$ cat src/rtl/alu_share_arbiter_pkg.sv
// Shared types and constants for the ALU sharing sequencer and its surroundings.
package alu_ctrl_pkg;
    typedef enum logic [1:0] {
        IDLE = 2'd0,
        EXEC = 2'd1,
        RESP = 2'd2
    } state_e;

    localparam int ALU_W   = 16;
    localparam int ALU_OPW = 3;

    localparam logic [ALU_OPW-1:0] OP_ADD  = 3'b000;
    localparam logic [ALU_OPW-1:0] OP_SUB  = 3'b001;
    localparam logic [ALU_OPW-1:0] OP_AND  = 3'b010;
    localparam logic [ALU_OPW-1:0] OP_OR   = 3'b011;
    localparam logic [ALU_OPW-1:0] OP_XOR  = 3'b100;
    localparam logic [ALU_OPW-1:0] OP_SHL  = 3'b101;
    localparam logic [ALU_OPW-1:0] OP_SHR  = 3'b110;
    localparam logic [ALU_OPW-1:0] OP_PASS = 3'b111;
endpackage

$ cat src/rtl/alu_share_arbiter_if.sv
// Request, ALU and response signals between issue logic, the shared ALU and the sequencer.
interface alu_share_arbiter_if
    import alu_ctrl_pkg::*;
#(
    parameter int WIDTH = ALU_W,
    parameter int OPW   = ALU_OPW
);
    logic [1:0]       req_valid;
    logic [1:0]       req_ready;
    logic [WIDTH-1:0] req_a0;
    logic [WIDTH-1:0] req_b0;
    logic [WIDTH-1:0] req_a1;
    logic [WIDTH-1:0] req_b1;
    logic [OPW-1:0]   req_op0;
    logic [OPW-1:0]   req_op1;
    logic [WIDTH-1:0] alu_a;
    logic [WIDTH-1:0] alu_b;
    logic [OPW-1:0]   alu_op;
    logic [WIDTH-1:0] alu_result;
    logic             rsp_valid;
    logic             rsp_ready;
    logic [WIDTH-1:0] rsp_data;
    logic             rsp_id;

    modport slave (
        input  req_valid, req_a0, req_b0, req_a1, req_b1, req_op0, req_op1,
        input  alu_result, rsp_ready,
        output req_ready, alu_a, alu_b, alu_op, rsp_valid, rsp_data, rsp_id
    );

    modport master (
        output req_valid, req_a0, req_b0, req_a1, req_b1, req_op0, req_op1,
        output alu_result, rsp_ready,
        input  req_ready, alu_a, alu_b, alu_op, rsp_valid, rsp_data, rsp_id
    );
endinterface

$ cat src/rtl/alu_share_arbiter_rr_arb2.sv
// Two-way round-robin grant; the winner of a tie is the requester not served last.
module rr_arb2 (
    input  logic [1:0] req,
    input  logic       last,
    output logic [1:0] gnt,
    output logic       gnt_idx
);
    always_comb begin
        gnt_idx = 1'b0;
        case (req)
            2'b01:   gnt_idx = 1'b0;
            2'b10:   gnt_idx = 1'b1;
            2'b11:   gnt_idx = ~last;
            default: gnt_idx = 1'b0;
        endcase
        gnt = (req == 2'b00) ? 2'b00 : (gnt_idx ? 2'b10 : 2'b01);
    end
endmodule

$ cat src/rtl/alu_share_arbiter.sv
// Shares one combinational ALU between two requesters: grant, latch operands,
// capture the result one cycle later and hold it until the consumer takes it.
module alu_share_arbiter
    import alu_ctrl_pkg::*;
#(
    parameter int WIDTH = ALU_W,
    parameter int OPW   = ALU_OPW
) (
    input logic                clk,
    input logic                reset,
    alu_share_arbiter_if.slave bus
);
    state_e           state_q, state_d;
    logic             last_q, last_d;
    logic [WIDTH-1:0] op_a_q, op_a_d;
    logic [WIDTH-1:0] op_b_q, op_b_d;
    logic [OPW-1:0]   op_code_q, op_code_d;
    logic [WIDTH-1:0] rsp_data_q, rsp_data_d;
    logic             rsp_id_q, rsp_id_d;
    logic             rsp_valid_q, rsp_valid_d;
    logic [1:0]       req_ready;
    logic [1:0]       gnt;
    logic             gnt_idx;

    rr_arb2 u_arb (
        .req     (bus.req_valid),
        .last    (last_q),
        .gnt     (gnt),
        .gnt_idx (gnt_idx)
    );

    always_comb begin
        state_d     = state_q;
        last_d      = last_q;
        op_a_d      = op_a_q;
        op_b_d      = op_b_q;
        op_code_d   = op_code_q;
        rsp_data_d  = rsp_data_q;
        rsp_id_d    = rsp_id_q;
        rsp_valid_d = rsp_valid_q;
        req_ready   = 2'b00;
        case (state_q)
            IDLE: begin
                // A non-zero grant in IDLE is itself the accept: ready mirrors the grant.
                req_ready = gnt;
                if (gnt != 2'b00) begin
                    op_a_d    = gnt_idx ? bus.req_a1  : bus.req_a0;
                    op_b_d    = gnt_idx ? bus.req_b1  : bus.req_b0;
                    op_code_d = gnt_idx ? bus.req_op1 : bus.req_op0;
                    rsp_id_d  = gnt_idx;
                    last_d    = gnt_idx;
                    state_d   = EXEC;
                end
            end
            EXEC: begin
                rsp_data_d  = bus.alu_result;
                rsp_valid_d = 1'b1;
                state_d     = RESP;
            end
            RESP: begin
                if (bus.rsp_ready) begin
                    rsp_valid_d = 1'b0;
                    state_d     = IDLE;
                end
            end
            default: begin
                rsp_valid_d = 1'b0;
                state_d     = IDLE;
            end
        endcase
    end

    always_ff @(posedge clk) begin
        if (reset) begin
            state_q     <= IDLE;
            last_q      <= 1'b1;
            op_a_q      <= '0;
            op_b_q      <= '0;
            op_code_q   <= '0;
            rsp_data_q  <= '0;
            rsp_id_q    <= 1'b0;
            rsp_valid_q <= 1'b0;
        end else begin
            state_q     <= state_d;
            last_q      <= last_d;
            op_a_q      <= op_a_d;
            op_b_q      <= op_b_d;
            op_code_q   <= op_code_d;
            rsp_data_q  <= rsp_data_d;
            rsp_id_q    <= rsp_id_d;
            rsp_valid_q <= rsp_valid_d;
        end
    end

    // ALU inputs come straight from the operand latches so they only move on an accept.
    assign bus.alu_a     = op_a_q;
    assign bus.alu_b     = op_b_q;
    assign bus.alu_op    = op_code_q;
    assign bus.req_ready = req_ready;
    assign bus.rsp_valid = rsp_valid_q;
    assign bus.rsp_data  = rsp_data_q;
    assign bus.rsp_id    = rsp_id_q;
endmodule
$ cat src/flat_wrapper.sv
// flat-port wrapper written by rule: the top's interface ports become plain ports
module alu_share_arbiter_flat import alu_ctrl_pkg::*;
#(
    parameter int WIDTH = ALU_W,
    parameter int OPW   = ALU_OPW
)
  (clk, reset, bus_req_valid, bus_req_a0, bus_req_b0, bus_req_a1, bus_req_b1, bus_req_op0, bus_req_op1, bus_alu_result, bus_rsp_ready, bus_req_ready, bus_alu_a, bus_alu_b, bus_alu_op, bus_rsp_valid, bus_rsp_data, bus_rsp_id);
  alu_share_arbiter_if #(.WIDTH(WIDTH), .OPW(OPW)) bus_i ();
  input logic clk;
  input logic reset;
  input wire logic [$bits(bus_i.req_valid)-1:0] bus_req_valid;
  input wire logic [$bits(bus_i.req_a0)-1:0] bus_req_a0;
  input wire logic [$bits(bus_i.req_b0)-1:0] bus_req_b0;
  input wire logic [$bits(bus_i.req_a1)-1:0] bus_req_a1;
  input wire logic [$bits(bus_i.req_b1)-1:0] bus_req_b1;
  input wire logic [$bits(bus_i.req_op0)-1:0] bus_req_op0;
  input wire logic [$bits(bus_i.req_op1)-1:0] bus_req_op1;
  input wire logic [$bits(bus_i.alu_result)-1:0] bus_alu_result;
  input wire logic [$bits(bus_i.rsp_ready)-1:0] bus_rsp_ready;
  output wire logic [$bits(bus_i.req_ready)-1:0] bus_req_ready;
  output wire logic [$bits(bus_i.alu_a)-1:0] bus_alu_a;
  output wire logic [$bits(bus_i.alu_b)-1:0] bus_alu_b;
  output wire logic [$bits(bus_i.alu_op)-1:0] bus_alu_op;
  output wire logic [$bits(bus_i.rsp_valid)-1:0] bus_rsp_valid;
  output wire logic [$bits(bus_i.rsp_data)-1:0] bus_rsp_data;
  output wire logic [$bits(bus_i.rsp_id)-1:0] bus_rsp_id;
  assign bus_i.req_valid = bus_req_valid;
  assign bus_i.req_a0 = bus_req_a0;
  assign bus_i.req_b0 = bus_req_b0;
  assign bus_i.req_a1 = bus_req_a1;
  assign bus_i.req_b1 = bus_req_b1;
  assign bus_i.req_op0 = bus_req_op0;
  assign bus_i.req_op1 = bus_req_op1;
  assign bus_i.alu_result = bus_alu_result;
  assign bus_i.rsp_ready = bus_rsp_ready;
  assign bus_req_ready = bus_i.req_ready;
  assign bus_alu_a = bus_i.alu_a;
  assign bus_alu_b = bus_i.alu_b;
  assign bus_alu_op = bus_i.alu_op;
  assign bus_rsp_valid = bus_i.rsp_valid;
  assign bus_rsp_data = bus_i.rsp_data;
  assign bus_rsp_id = bus_i.rsp_id;
  alu_share_arbiter #(.WIDTH(WIDTH), .OPW(OPW)) u_core (.clk(clk), .reset(reset), .bus(bus_i));
endmodule
$ cat config.mk
export PLATFORM = sky130hd
export DESIGN_NAME = alu_share_arbiter_flat
export DESIGN_NICKNAME = d
export VERILOG_FILES = /design/src/rtl/alu_share_arbiter_pkg.sv /design/src/rtl/alu_share_arbiter_if.sv /design/src/rtl/alu_share_arbiter_rr_arb2.sv /design/src/rtl/alu_share_arbiter.sv /design/src/flat_wrapper.sv
export SDC_FILE = /design/constraint.sdc
export NUM_CORES = 1
export LEC_CHECK = 0
export ABC_AREA = 0
export CAP_MARGIN = 5
export CORE_MARGIN = 5
export CORE_UTILIZATION = 32
export DETAILED_ROUTE_END_ITERATION = 8
export PLACE_DENSITY = 0.83
export SLEW_MARGIN = 20
export SYNTH_ARGS = -nofsm -noshare
export SYNTH_HDL_FRONTEND = slang
export SYNTH_SLANG_ARGS = --single-unit
$ cat constraint.sdc
create_clock -name clk -period 1.6 [get_ports clk]
set_input_delay 0.32 -clock clk [delete_from_list [all_inputs] [get_ports clk]]
set_output_delay 0.32 -clock clk [all_outputs]
set_load 0.02 [all_outputs]
==> results.py, run 1 <==
metrics = {
    "logic_synthesis": {
        "synth_edf_count": 0,
        "synth_nets": 391,
        "async_flop_share": 0,
        "muxShareOfSynthArea": 0,
        "avgSynthCellArea_um2": 7.95,
        "netlist_instances": 300,
        "synth_compound_area_frac": 0.231,
        "synth_top_family_by_area": "simple AND/OR/NAND/NOR gates",
        "synth_xor_xnor_area_share": 0,
        "synthFlopType": "dfxtp_1",
        "synth_fa_ha_area_frac": 0,
        "syn_area_um2": 2380,
        "ys_ff_latch": 56,
        "synth_cell_type_count": 23,
        "yosysSeqAreaShare": 0.470,
        "synth_simple_gate_area_frac": 0.236,
        "synth_warnings": 0,
    },
    "global_routing": {
        "gr-max-usage-layer": "met2",
        "gr-usage-met1": 0.214,
        "grt_max_degree": 57,
        "antenna_found_initial": 0,
        "grt_pass1_wl_mm": 13.2,
        "grt_use_total": 0.178,
        "grt_overflow_total": 0,
        "grtUsageMet3": 0.0571,
        "grtUsageMet2": 0.309,
        "grt_pass1_vias": 2747,
    },
    "setup_path": {
        "critPathTopFamily": "simple AND/OR/NAND/NOR gates",
        "worstPathRequired_ns": 1.28,
        "critPathMaxFanout": 4,
        "ff2ff_setup_slack_ns": 0.20,
        "slowest_stage": "or2_2",
        "worstSetupPathType": "primary input to output port",
        "crit_path_max_incr_delay_ns": 0.32,
        "end_kind": "output port",
        "crit_buf_inv": 2,
        "worstPathArrival_ns": 1.21,
        "cp_cell_sequence": "clkdlybuf4s15_1, or2_2, nand2_1, nor2_2, buf_4",
        "crit_path_start_kind": "primary input",
    },
    "cells_and_area": {
        "nets": 534,
        "drive_gt1_frac": 0.0923,
        "diodes": 0,
        "syn_to_final_growth_pct": 74.3,
        "final_cells": 543,
    },
    "clocking": {
        "clk_pin_slew_worst_paths_ns": 0.10,
        "insertion_delay_ns": 0.31,
        "h-tree-depth": 2,
        "cts_setup_buffers": 0,
        "clock_sinks": 56,
        "cts_buffer_depth": 2,
        "cts_inserted_buffers": 5,
        "cts_tree": "yes",
        "root_buffer": "clkbuf_8",
        "cts.repair.resized": 41,
        "cts_hold_buffers": 0,
    },
    "sta": {
        "max_freq_mhz": 655,
        "finalCritPeriodShare": 0.954,
        "slew_headroom": 0.797,
        "setup_viol": 0,
        "slew_viol_final": 0,
        "hold_violations": 0,
        "skew_ns": 0.00655,
        "setup_ws_ns": 0.0728,
        "tightest_slew_ns": 0.304,
        "rsz0062_at_grt": "false",
        "fin_hold_ws_ns": 0.459,
        "period_needed_ns": 1.53,
    },
    "run_status": {
        "status": "completed",
    },
    "route": {
        "drt_iter0_markers": 92,
        "drc_errors": 0,
        "first_pass_iters": 5,
        "vias": 2841,
        "routed_wl_mm": 8.70,
        "via_per_inst": 5.23,
        "routedWlPerCell_um": 16.0,
        "ant_nets": 0,
    },
    "power_and_ir_drop": {
        "p_sw_frac": 0.309,
        "power_leakage_nw": 1.97,
        "peakVddDrop_v": 0.000371,
        "seq_power_share": 0.431,
        "intPower_w": 0.00255,
        "clkPwrFrac": 0.260,
        "p_total_w": 0.00368,
        "comb_power_share": 0.309,
        "p_per_area_nw_per_um2": 887,
        "switching_power_w": 0.00114,
    },
    "floorplan": {
        "core_area_um2": 7250,
        "dieWidth_um": 96.3,
        "die_h_um": 96.3,
        "ios": 146,
        "start_util": 0.329,
        "die_area_um2": 9270,
        "placementRows": 31,
    },
    "job": {
        "cap_violations": 0,
    },
    "placement": {
        "gp_congestion": 0.735,
        "port_buffers": 145,
        "dp_cells": 535,
        "place_ws_ns": -0.603,
        "dp_hpwl_mm": 6.39,
    },
    "hold_path": {
        "hold_class": "flop to flop",
    },
}
## per-stage QoR
stage / TNS (ns) / utilization / cell area (um2)
CTS: 0 / 0.564 / 4090
global placement: -7.51 / 0.555 / 4030
detailed placement: -8.88 / 0.555 / 4030
global route: 0 / 0.573 / 4160
finish: 0 / 0.573 / 4160
floorplan: 0 / - / 2380
## area by class of cell
class,count,area (um2)
Tap cell,99,124
Timing Repair Buffer,168,1670
Clock buffer,5,68.8
Fill cell,680,3100
Inverter,1,3.75
Sequential cell,56,1120
Clock inverter,3,46.3
Multi-Input combinational cell,211,1120
## flip-flops by register name, summed over array words and instances, names as in the netlist
name                  count
u_core.bus.rsp_valid      1
u_core.bus.alu_b         16
u_core.bus.alu_a         16
u_core.last_q             1
u_core.bus.alu_op         3
u_core.bus.rsp_id         1
u_core.state_q            2
u_core.bus.rsp_data      16
## worst paths after layout
check	from	to	cells past startpoint
worst max-delay path	bus_req_valid[0]	bus_req_ready[0]	5
worst min-delay path	u_core.bus.rsp_data[6]$_SDFFE_PP0P_	u_core.bus.rsp_data[6]$_SDFFE_PP0P_	2
worst max register to register	u_core.state_q[1]$_SDFFE_PP0P_	u_core.bus.alu_b[6]$_SDFFE_PP0P_	5
worst min register to register	u_core.bus.rsp_data[6]$_SDFFE_PP0P_	u_core.bus.rsp_data[6]$_SDFFE_PP0P_	2
## power by group through the flow
stage	clock network, W	logic [W]	registers, W
2_1_floorplan	0	0.000397	0.00177
3_3_place_gp	0	0.00118	0.00162
3_5_place_dp	0	0.00120	0.00162
4_1_cts	0.000985	0.00115	0.00159
5_1_grt	0.00103	0.00123	0.00160
6_report	0.000957	0.00114	0.00159
## metal layers
metal,up-vias,share of wire
li1,1373,-
met1,1324,0.41
met2,132,0.48
met3,12,0.097
met4,0,0.015
met5,-,0
## Yosys cell counts (all sizes together), types with 2 or more instances
cell | number | area [um2]
a21oi | 28 | 140
a311oi | 10 | 87.6
a31oi | 25 | 156
buf | 16 | 85.1
clkbuf | 16 | 60.1
dfxtp | 56 | 1120
nand2 | 54 | 203
nand2b | 2 | 12.5
nand3 | 25 | 125
nand4 | 25 | 156
nor2 | 8 | 35.0
nor2b | 2 | 12.5
o21ai | 26 | 130
or2 | 2 | 12.5
## worst register-to-register path: cells and delay by family, from the launching register on
| kind | cells | cell delay, ns |
|---|---|---|
| DFF | 1 | 0.35 |
| buffers and inverters | 2 | 0.35 |
| AOI/OAI and AO/OA | 2 | 0.32 |
| and+or+nand+nor | 1 | 0.28 |
## cell families (layout without fill, tap and decap cells)
group,count (synthesis),in the layout
DFF,56,56
AOI/OAI and AO/OA,92,92
buffers and inverters,33,177
and+or+nand+nor,119,119
## cells in the final DEF, fill, tap and decap left out, types with 3 or more instances in the layout
cell type	count
o21ai_0	26
a311oi_1	10
a31oi_1	25
buf_12	3
a21oi_1	28
dlymetal6s2s_1	23
nor2_2	3
nand2_1	54
dlygate4sd2_1	31
nand3_1	25
nand4_1	25
clkdlybuf4s50_1	87
clkbuf_8	5
buf_4	21
nor2_1	4
dfxtp_1	56
Power figures use the tool's default switching activity.
==> inputs of run 2 (changes only) <==
CORE_UTILIZATION = 37   (was 32)
PLACE_DENSITY = 0.92   (was 0.83)
==> run 2 against run 1 <==
Clock-buffer cell count unchanged. Die area decreased by 12%. Sequential power about the same. Largest cell class unchanged. Total power increased by 2.8%. Worst setup slack got worse by 0.032 ns. Largest power group unchanged. Critical path type is now flop to output port. Clock skew increased by 0.0054 ns. Non-clock buffer count increased by 2. Core utilization increased by 8.7 points. Global-route usage increased by 1.7 points. Hold slack got worse by 0.0030 ns. Register-to-register slack got worse by 0.08 ns.
==> results.py, run 2 (synthesis gave the netlist of run 1 again) <==
metrics = {
    "run_status": {
        "status": "completed",
    },
    "cells_and_area": {
        "nets": 536,
        "most-common-layout-cells": "92 x clkdlybuf4s50_1, 56 x dfxtp_1, 53 x nand2_1",
        "register_area_um2": 1120,
        "n_fill_cell": 518,
        "layout_commonest_cell": "clkdlybuf4s50_1",
        "final_cells": 522,
        "design_area_um2": 4170,
        "drive_gt1_frac": 0.0966,
        "multi_input_area_um2": 1130,
        "diodes": 0,
        "syn_to_final_growth_pct": 74.9,
    },
    "clocking": {
        "root_buffer": "clkbuf_8",
        "cts_tree": "yes",
        "cts_buffer_depth": 2,
        "cts_hold_buffers": 0,
        "h-tree-depth": 2,
        "cts_inserted_buffers": 5,
        "clk_pin_slew_worst_paths_ns": 0.09,
        "insertion_delay_ns": 0.30,
        "clock_sinks": 56,
    },
    "placement": {
        "dp_hpwl_mm": 6.35,
        "dp_cells": 514,
        "port_buffers": 145,
        "gp_congestion": 0.754,
        "placed_area_um2": 3990,
    },
    "global_routing": {
        "grt_pass1_wl_mm": 13.4,
        "antenna_found_initial": 0,
        "grt_use_total": 0.196,
        "grt_max_degree": 31,
        "grt_overflow_total": 0,
        "grt_pass1_vias": 2747,
    },
    "sta": {
        "hold_violations": 0,
        "setup_tns_ns": 0,
        "skew_ns": 0.0120,
        "slew_viol_final": 0,
        "setup_viol": 0,
        "slew_headroom": 0.684,
        "tightest_slew_ns": 0.474,
        "period_needed_ns": 1.56,
        "max_freq_mhz": 641,
        "rsz0062_at_grt": "false",
        "fin_hold_ws_ns": 0.456,
        "finalCritPeriodShare": 0.975,
    },
    "power_and_ir_drop": {
        "p_per_area_nw_per_um2": 909,
        "p_total_w": 0.00379,
        "power_leakage_nw": 2.00,
        "clkPwrFrac": 0.279,
        "seq_power_share": 0.420,
        "peakVddDrop_v": 0.000619,
        "p_sw_frac": 0.290,
        "switching_power_w": 0.00110,
        "comb_power_share": 0.301,
        "intPower_w": 0.00269,
    },
    "setup_path": {
        "crit_path_start_kind": "flop",
        "critPathMaxFanout": 2,
        "crit_path_max_incr_delay_ns": 0.60,
        "worstPathArrival_ns": 1.24,
        "crit_buf_inv": 1,
        "path_depth": 1,
        "critPathTopFamily": "buffers and inverters",
        "end_kind": "output port",
        "worstPathRequired_ns": 1.28,
        "slowest_stage": "clkdlybuf4s50_1",
        "r2r_cells": 5,
        "cp_cell_sequence": "clkdlybuf4s50_1",
        "worstSetupPathType": "flop to output port",
    },
    "route": {
        "wirelength_met1_mm": 3.23,
        "drt_iter0_markers": 147,
        "drc_errors": 0,
        "maxUsedRoutingLayer": "met4",
        "routed_wl_mm": 8.52,
        "routedWlPerCell_um": 16.3,
        "vias": 2829,
        "via_per_inst": 5.42,
        "met2_wirelength_mm": 4.21,
        "ant_nets": 0,
        "routed-wl-met3_um": 930,
        "first_pass_iters": 5,
    },
    "job": {
        "cap_violations": 0,
    },
    "hold_path": {
        "hold_class": "flop to flop",
        "hold_depth": 2,
    },
    "floorplan": {
        "core_area_um2": 6310,
        "placementRows": 29,
        "die_area_um2": 8150,
        "start_util": 0.378,
        "ios": 146,
        "die_h_um": 90.3,
        "dieWidth_um": 90.3,
    },
}
[run 2: cell count changes in the layout (fill, tap and decap cells not counted), moves of 3 or more]
| cell | delta |
|---|---|
| dlymetal6s2s_1 | +3 |
| buf_4 | +3 |
| clkdlybuf4s50_1 | +5 |
| dlygate4sd2_1 | -7 |
[run 2: power by group through the flow]
stage	registers (W)	clock network (W)	logic [W]
finish	0.00159	0.00106	0.00114
global route	0.00160	0.00114	0.00123
CTS	0.00159	0.00109	0.00115
detailed placement	0.00163	0	0.00119
global placement	0.00162	0	0.00116
floorplan	0.00177	0	0.000397
[run 2: final timing paths]
path,start,slack [ns],end
worst max-delay path,u_core.bus.rsp_data[9]$_SDFFE_PP0P_,0.04,bus_rsp_data[9]
worst min register to register,u_core.bus.rsp_data[14]$_SDFFE_PP0P_,0.46,u_core.bus.rsp_data[14]$_SDFFE_PP0P_
worst max register to register,u_core.state_q[1]$_SDFFE_PP0P_,0.12,u_core.bus.alu_a[4]$_SDFFE_PP0P_
worst min-delay path,u_core.bus.rsp_data[14]$_SDFFE_PP0P_,0.46,u_core.bus.rsp_data[14]$_SDFFE_PP0P_
[run 2: repair_timing]
action	4_1_cts	5_1_grt
cloned	0	0
setup endpoints to repair	53	27
resized for setup	38	27
setup buffers	1	0
[run 2: final cells by class]
type / count / share of cell area
clock buffers: 5 / 0.0165
well taps: 77 / 0.0231
repair buffers: 170 / 0.406
multi-input cells: 211 / 0.270
flip-flops and latches: 56 / 0.269
inverters: 1 / 0.000900
clock inverters: 2 / 0.0144
[run 2: metrics by stage]
| step | util | setup WS, ns |
|---|---|---|
| floorplan | - | 0.197 |
| global placement | 0.632 | -0.566 |
| detailed placement | 0.632 | -0.610 |
| CTS | 0.650 | 0.000233 |
| global route | 0.660 | 0.000177 |
| finish | 0.660 | 0.0406 |
[run 2: metal layers]
metal | global-route usage | vias up
met4 | 0.0571 | 0
met5 | 0 | -
li1 | - | 1377
met2 | 0.334 | 152
met1 | 0.223 | 1284
met3 | 0.0817 | 16
==> inputs of run 3 (changes only) <==
CTS_CLUSTER_DIAMETER = 100   (was default)
==> results of run 3 <==
The final DEF is identical to that of run 2; final timing and power are the same.
